--- config.mk ---
export PLATFORM = sky130hd
export DESIGN_NAME = axi_rd_arbiter
export DESIGN_NICKNAME = d
export VERILOG_FILES = /design/src/rtl/axi_rd_arbiter.sv
export SDC_FILE = /design/constraint.sdc
export NUM_CORES = 1
export LEC_CHECK = 0
export ABC_AREA = 1
export BUFFER_PORTS_ARGS = -buffer_cell sky130_fd_sc_hd__buf_2
export CAP_MARGIN = 20
export CORE_AREA = 2 2 138 140
export DETAILED_ROUTE_END_ITERATION = 10
export DIE_AREA = 0 0 140 142
export PLACE_DENSITY = 0.34
export SETUP_SLACK_MARGIN = 0.05
export SYNTH_ARGS = -nofsm -noshare
export SYNTH_HDL_FRONTEND = slang
export SYNTH_SLANG_ARGS = --single-unit
--- constraint.sdc ---
create_clock -name clk -period 1 [get_ports clk]
set_clock_uncertainty 0.1 [all_clocks]
set_input_delay 0.05 -clock clk [delete_from_list [all_inputs] [get_ports clk]]
set_output_delay 0.05 -clock clk [all_outputs]
set_load 0.005 [all_outputs]
--- src/rtl/axi_rd_arbiter.sv ---
// axi_rd_arbiter: shares the read channel of one AXI4 slave between
// NUM_MASTERS requesters. One master is granted per burst. Its AR beat is
// forwarded to the slave, and R beats are routed back to it until the rlast
// handshake completes. The grant is held for the whole burst, so R routing
// never looks at RID.
//
// Handshake rule used on every channel: a beat transfers on a rising clock
// edge where valid and ready are both high. A source holds valid and its
// payload stable until that edge, and ready may depend combinationally on
// valid.
//
// Optional build macro AXI_RD_ARB_RR_EN selects round-robin arbitration.
// When it is defined, a priority pointer moves to grant+1 at each rlast
// handshake. When it is not defined, arbitration is fixed priority and
// index 0 is the highest.
module axi_rd_arbiter #(
  parameter int NUM_MASTERS = 2,
  parameter int ADDR_WIDTH  = 17,
  parameter int DATA_WIDTH  = 64,
  parameter int ID_WIDTH    = 8,
  localparam int SEL_WIDTH  = $clog2(NUM_MASTERS)
) (
  input  logic                              clk,
  input  logic                              rst_n,
  input  logic [NUM_MASTERS*ID_WIDTH-1:0]   s_axi_arid,
  input  logic [NUM_MASTERS*ADDR_WIDTH-1:0] s_axi_araddr,
  input  logic [NUM_MASTERS*8-1:0]          s_axi_arlen,
  input  logic [NUM_MASTERS*3-1:0]          s_axi_arsize,
  input  logic [NUM_MASTERS*2-1:0]          s_axi_arburst,
  input  logic [NUM_MASTERS-1:0]            s_axi_arvalid,
  output logic [NUM_MASTERS-1:0]            s_axi_arready,
  output logic [NUM_MASTERS*ID_WIDTH-1:0]   s_axi_rid,
  output logic [NUM_MASTERS*DATA_WIDTH-1:0] s_axi_rdata,
  output logic [NUM_MASTERS*2-1:0]          s_axi_rresp,
  output logic [NUM_MASTERS-1:0]            s_axi_rlast,
  output logic [NUM_MASTERS-1:0]            s_axi_rvalid,
  input  logic [NUM_MASTERS-1:0]            s_axi_rready,
  output logic [ID_WIDTH-1:0]               m_axi_arid,
  output logic [ADDR_WIDTH-1:0]             m_axi_araddr,
  output logic [7:0]                        m_axi_arlen,
  output logic [2:0]                        m_axi_arsize,
  output logic [1:0]                        m_axi_arburst,
  output logic                              m_axi_arvalid,
  input  logic                              m_axi_arready,
  input  logic [ID_WIDTH-1:0]               m_axi_rid,
  input  logic [DATA_WIDTH-1:0]             m_axi_rdata,
  input  logic [1:0]                        m_axi_rresp,
  input  logic                              m_axi_rlast,
  input  logic                              m_axi_rvalid,
  output logic                              m_axi_rready,
  output logic [SEL_WIDTH-1:0]              grant_idx,
  output logic                              busy
);

  typedef enum logic [1:0] {IDLE, ADDR, DATA} state_e;

  state_e               state_q, state_d;
  logic [SEL_WIDTH-1:0] grant_q;
  logic [SEL_WIDTH-1:0] winner;
  logic                 any_req;
  logic                 last_hs;

  // Unpacked copies of the per-master AR payloads, so that the grant mux
  // can index them directly.
  logic [ID_WIDTH-1:0]   arid_a   [NUM_MASTERS];
  logic [ADDR_WIDTH-1:0] araddr_a [NUM_MASTERS];
  logic [7:0]            arlen_a  [NUM_MASTERS];
  logic [2:0]            arsize_a [NUM_MASTERS];
  logic [1:0]            arburst_a[NUM_MASTERS];

  for (genvar g = 0; g < NUM_MASTERS; g++) begin : g_unpack
    assign arid_a[g]    = s_axi_arid[g*ID_WIDTH +: ID_WIDTH];
    assign araddr_a[g]  = s_axi_araddr[g*ADDR_WIDTH +: ADDR_WIDTH];
    assign arlen_a[g]   = s_axi_arlen[g*8 +: 8];
    assign arsize_a[g]  = s_axi_arsize[g*3 +: 3];
    assign arburst_a[g] = s_axi_arburst[g*2 +: 2];
  end

  assign any_req = |s_axi_arvalid;
  assign last_hs = (state_q == DATA) && m_axi_rvalid && s_axi_rready[grant_q] && m_axi_rlast;

`ifdef AXI_RD_ARB_RR_EN
  logic [SEL_WIDTH-1:0] ptr_q;
  logic [SEL_WIDTH:0]   cand_sum;
  logic [SEL_WIDTH-1:0] cand;

  // Round-robin pick: scan downward from the farthest candidate, so the
  // requester closest to the pointer is the one left in winner.
  always_comb begin
    winner   = '0;
    cand_sum = '0;
    cand     = '0;
    for (int i = NUM_MASTERS - 1; i >= 0; i--) begin
      cand_sum = {1'b0, ptr_q} + (SEL_WIDTH+1)'(i);
      if (cand_sum >= (SEL_WIDTH+1)'(NUM_MASTERS)) begin
        cand_sum = cand_sum - (SEL_WIDTH+1)'(NUM_MASTERS);
      end
      cand = cand_sum[SEL_WIDTH-1:0];
      if (s_axi_arvalid[cand]) winner = cand;
    end
  end

  // Priority pointer advances past the master whose burst just finished.
  always_ff @(posedge clk or negedge rst_n) begin
    if (!rst_n) begin
      ptr_q <= '0;
    end else if (last_hs) begin
      ptr_q <= (grant_q == SEL_WIDTH'(NUM_MASTERS - 1)) ? '0 : grant_q + 1'b1;
    end
  end
`else
  // Fixed-priority pick: the lowest requesting index wins.
  always_comb begin
    winner = '0;
    for (int i = NUM_MASTERS - 1; i >= 0; i--) begin
      if (s_axi_arvalid[SEL_WIDTH'(i)]) winner = SEL_WIDTH'(i);
    end
  end
`endif

  // State register and grant. The grant is captured only when leaving IDLE
  // and is held afterwards.
  always_ff @(posedge clk or negedge rst_n) begin
    if (!rst_n) begin
      state_q <= IDLE;
      grant_q <= '0;
    end else begin
      state_q <= state_d;
      if (state_q == IDLE && any_req) grant_q <= winner;
    end
  end

  // Next-state logic and handshake routing to and from the granted master.
  always_comb begin
    state_d       = state_q;
    s_axi_arready = '0;
    s_axi_rvalid  = '0;
    m_axi_arvalid = 1'b0;
    m_axi_rready  = 1'b0;
    case (state_q)
      IDLE: begin
        if (any_req) state_d = ADDR;
      end
      ADDR: begin
        m_axi_arvalid          = 1'b1;
        s_axi_arready[grant_q] = m_axi_arready;
        if (m_axi_arready) state_d = DATA;
      end
      DATA: begin
        s_axi_rvalid[grant_q] = m_axi_rvalid;
        m_axi_rready          = s_axi_rready[grant_q];
        if (last_hs) state_d = IDLE;
      end
      default: state_d = IDLE;
    endcase
  end

  assign m_axi_arid    = arid_a[grant_q];
  assign m_axi_araddr  = araddr_a[grant_q];
  assign m_axi_arlen   = arlen_a[grant_q];
  assign m_axi_arsize  = arsize_a[grant_q];
  assign m_axi_arburst = arburst_a[grant_q];

  // The R payload goes to every master. Only rvalid marks who owns the beat.
  assign s_axi_rid   = {NUM_MASTERS{m_axi_rid}};
  assign s_axi_rdata = {NUM_MASTERS{m_axi_rdata}};
  assign s_axi_rresp = {NUM_MASTERS{m_axi_rresp}};
  assign s_axi_rlast = {NUM_MASTERS{m_axi_rlast}};

  assign grant_idx = grant_q;
  assign busy      = (state_q != IDLE);

endmodule
==> impl_metrics.toml <==
[drt]
first_pass_iters = 7
wire_per_inst_microns = 12.19
viasPerCell = 1.643
drc = 25
drt_iter0_markers = 56
finalWirelength_mm = 3.485
antenna_left = 0
vias = 470

[grt]
top_usage_layer = "met4"
use_met1_pct = 0.8747
grt_pass1_vias = 561
grt_use_met3_pct = 4.240
antenna_found_initial = 0
gr-total-overflow = 0
grt_max_degree = 4
met2_usage_pct = 3.837
grt_use_total_pct = 3.444
grt_pass1_wl_mm = 4.112

[finish]
largest_register_ff_count = 2
fillers = 2187
diodes = 0
syn2layout_area_growth_pct = -56.38
top_regs = "state_q x2"
final_cell_area_sq_um = 688.2
layout_commonest_cell = "buf_2"
regMostFlops = "state_q"
nets = 213
stdcell_count = 286
final_cell_mix = "buf_2, inv_1, buf_6"
final_util_pct = 3.729
drive_gt1_share_pct = 55.77

[clocking]
htree_levels = 1
ctsLongestPathBuffers = 2
cts_num_sinks = 2
cts_root_buf = "clkbuf_16"
cts_tree = "built"
clk_latency_ns = 0.22
cts_buffers = 3
path_clk_slew_ns = 0.03

[power_and_ir_drop]
power.density_nw_per_um2 = 1909
irDropWorstVdd_uv = 467.5
power_mw = 1.314
p_leak_nw = 0.2486

[yosys]
yosysSeqAreaShare_pct = 3.172
ys_warn_count = 0
avgSynthCellArea_sq_um = 7.271
yosys.area.top_type = "buf_4"
yosys.area.top_type_share_pct = 90.88
synth.distinct_cells = 8
ys_ff_latch = 2
syn_inst = 217
synth_area_leaders = "buf_4, dfrtp_1, inv_1"
syn_area_sq_um = 1578

[critical_path]
worstSetupPathType = "register to output pin"
cp.arrival_ns = 1.07
worst_path_most_repeated_cell = "buf_6"
required_ns = 0.85
reg2regPathDepth = 6
worst_setup_path_end_kind = "output pin"
path_delay_family = "flip-flops"
crit_chain = "buf_6 -> nor2_4 -> nand2_2 -> inv_2 -> buf_6"
crit_buf_inv = 3
max_stage_delay_ns = 0.37
start_kind = "register"
slowest_stage = "dfrtp_1"
cp_max_fo = 2
path_depth = 5

[timing]
slew_viol_final = 0
timing.fmax_ghz = 0.8204
period_needed_ns = 1.219
hold_viol_final = 0
period_share_pct = 121.9
whs_ns = 0.000001433
finalSetupViolCount = 7
setup_slack_ns = -0.2190
rsz0062_at_grt = "true"
finalSetupTns_ns = -1.151

[floorplanning]
start_util_pct = 8.549
die_area_sq_um = 19880
core_area_sq_um = 18460
rows = 50
io-pin-count = 355
fp.dieH_microns = 142
chipWidth_microns = 140

[status]
outcome = "finished, violations left"
violations = "design-rule violations, negative setup slack"

[job]
cap_violations = 0

[placement]
dpl_worst_slack_ns = -0.04423
hpwl_mm = 2.824
dpl_cell_area_sq_um = 514.2
dp_cells = 276
gp_congestion = 0.5051
io_buffers = 14

[worst_hold_path]
holdPathStages = 0
worstHoldPathType = "primary input to output pin"
-- report_power, final --
group | internal (mW) | total (mW) | switching (mW) | leakage, nW
combinational | 0.312 | 0.551 | 0.240 | 0.187
sequential | 0.119 | 0.146 | 0.0266 | 0.0249
clock | 0.510 | 0.616 | 0.106 | 0.0370
total | 0.941 | 1.31 | 0.373 | 0.249
-- final timing paths --
check | slack, ns | start | end
min | 0.000001 | s_axi_arid[1] | m_axi_arid[1]
max reg2reg | -0.16 | state_q[1] | state_q[1]
min reg2reg | 0.48 | state_q[0] | state_q[1]
max | -0.22 | state_q[1] | s_axi_arready[0]
min in group asynchronous | 0.07 | rst_n | state_q[0]
max in group asynchronous | 0.64 | rst_n | state_q[1]
-- timing repair --
item / CTS / global route
hold buffers: 2 / 0
resized for setup: 4 / 8
pin swaps: 4 / 4
endpoints found under the hold margin: 3 / 0
setup buffers: 3 / 2
endpoints found under the setup margin: 5 / 7
-- per-layer routing --
layer  routed length (microns)  vias to the layer above
met2                      1312                      128
met5                         0                        -
li1                          -                      118
met1                       376                      134
met4                       781                        0
met3                      1015                       90
-- layout make-up --
type                            count  area, sq um  share of cell area (%)
Tap cell                          234        292.8                   42.55
Timing Repair Buffer               21        151.4                   22.00
Multi-Input combinational cell     16        81.33                   11.82
Clock buffer                        3        75.07                   10.91
Inverter                           10        37.54                   5.455
Sequential cell                     2        50.05                   7.273
-- cell families after synthesis --
logic type / Yosys count / synth area share [%]
flip-flops: 2 / 3.172
AND/OR/NAND/NOR: 13 / 3.331
other: 1 / 0.2377
buffers and inverters: 201 / 93.26
-- synthesized netlist by cell type --
library cell  instances
nor2_2                1
nor2_1                4
nand2_1               7
dfrtp_1               2
inv_1                10
nand3_1               1
buf_4               191
conb_1                1
Power figures use the tool's default switching activity.
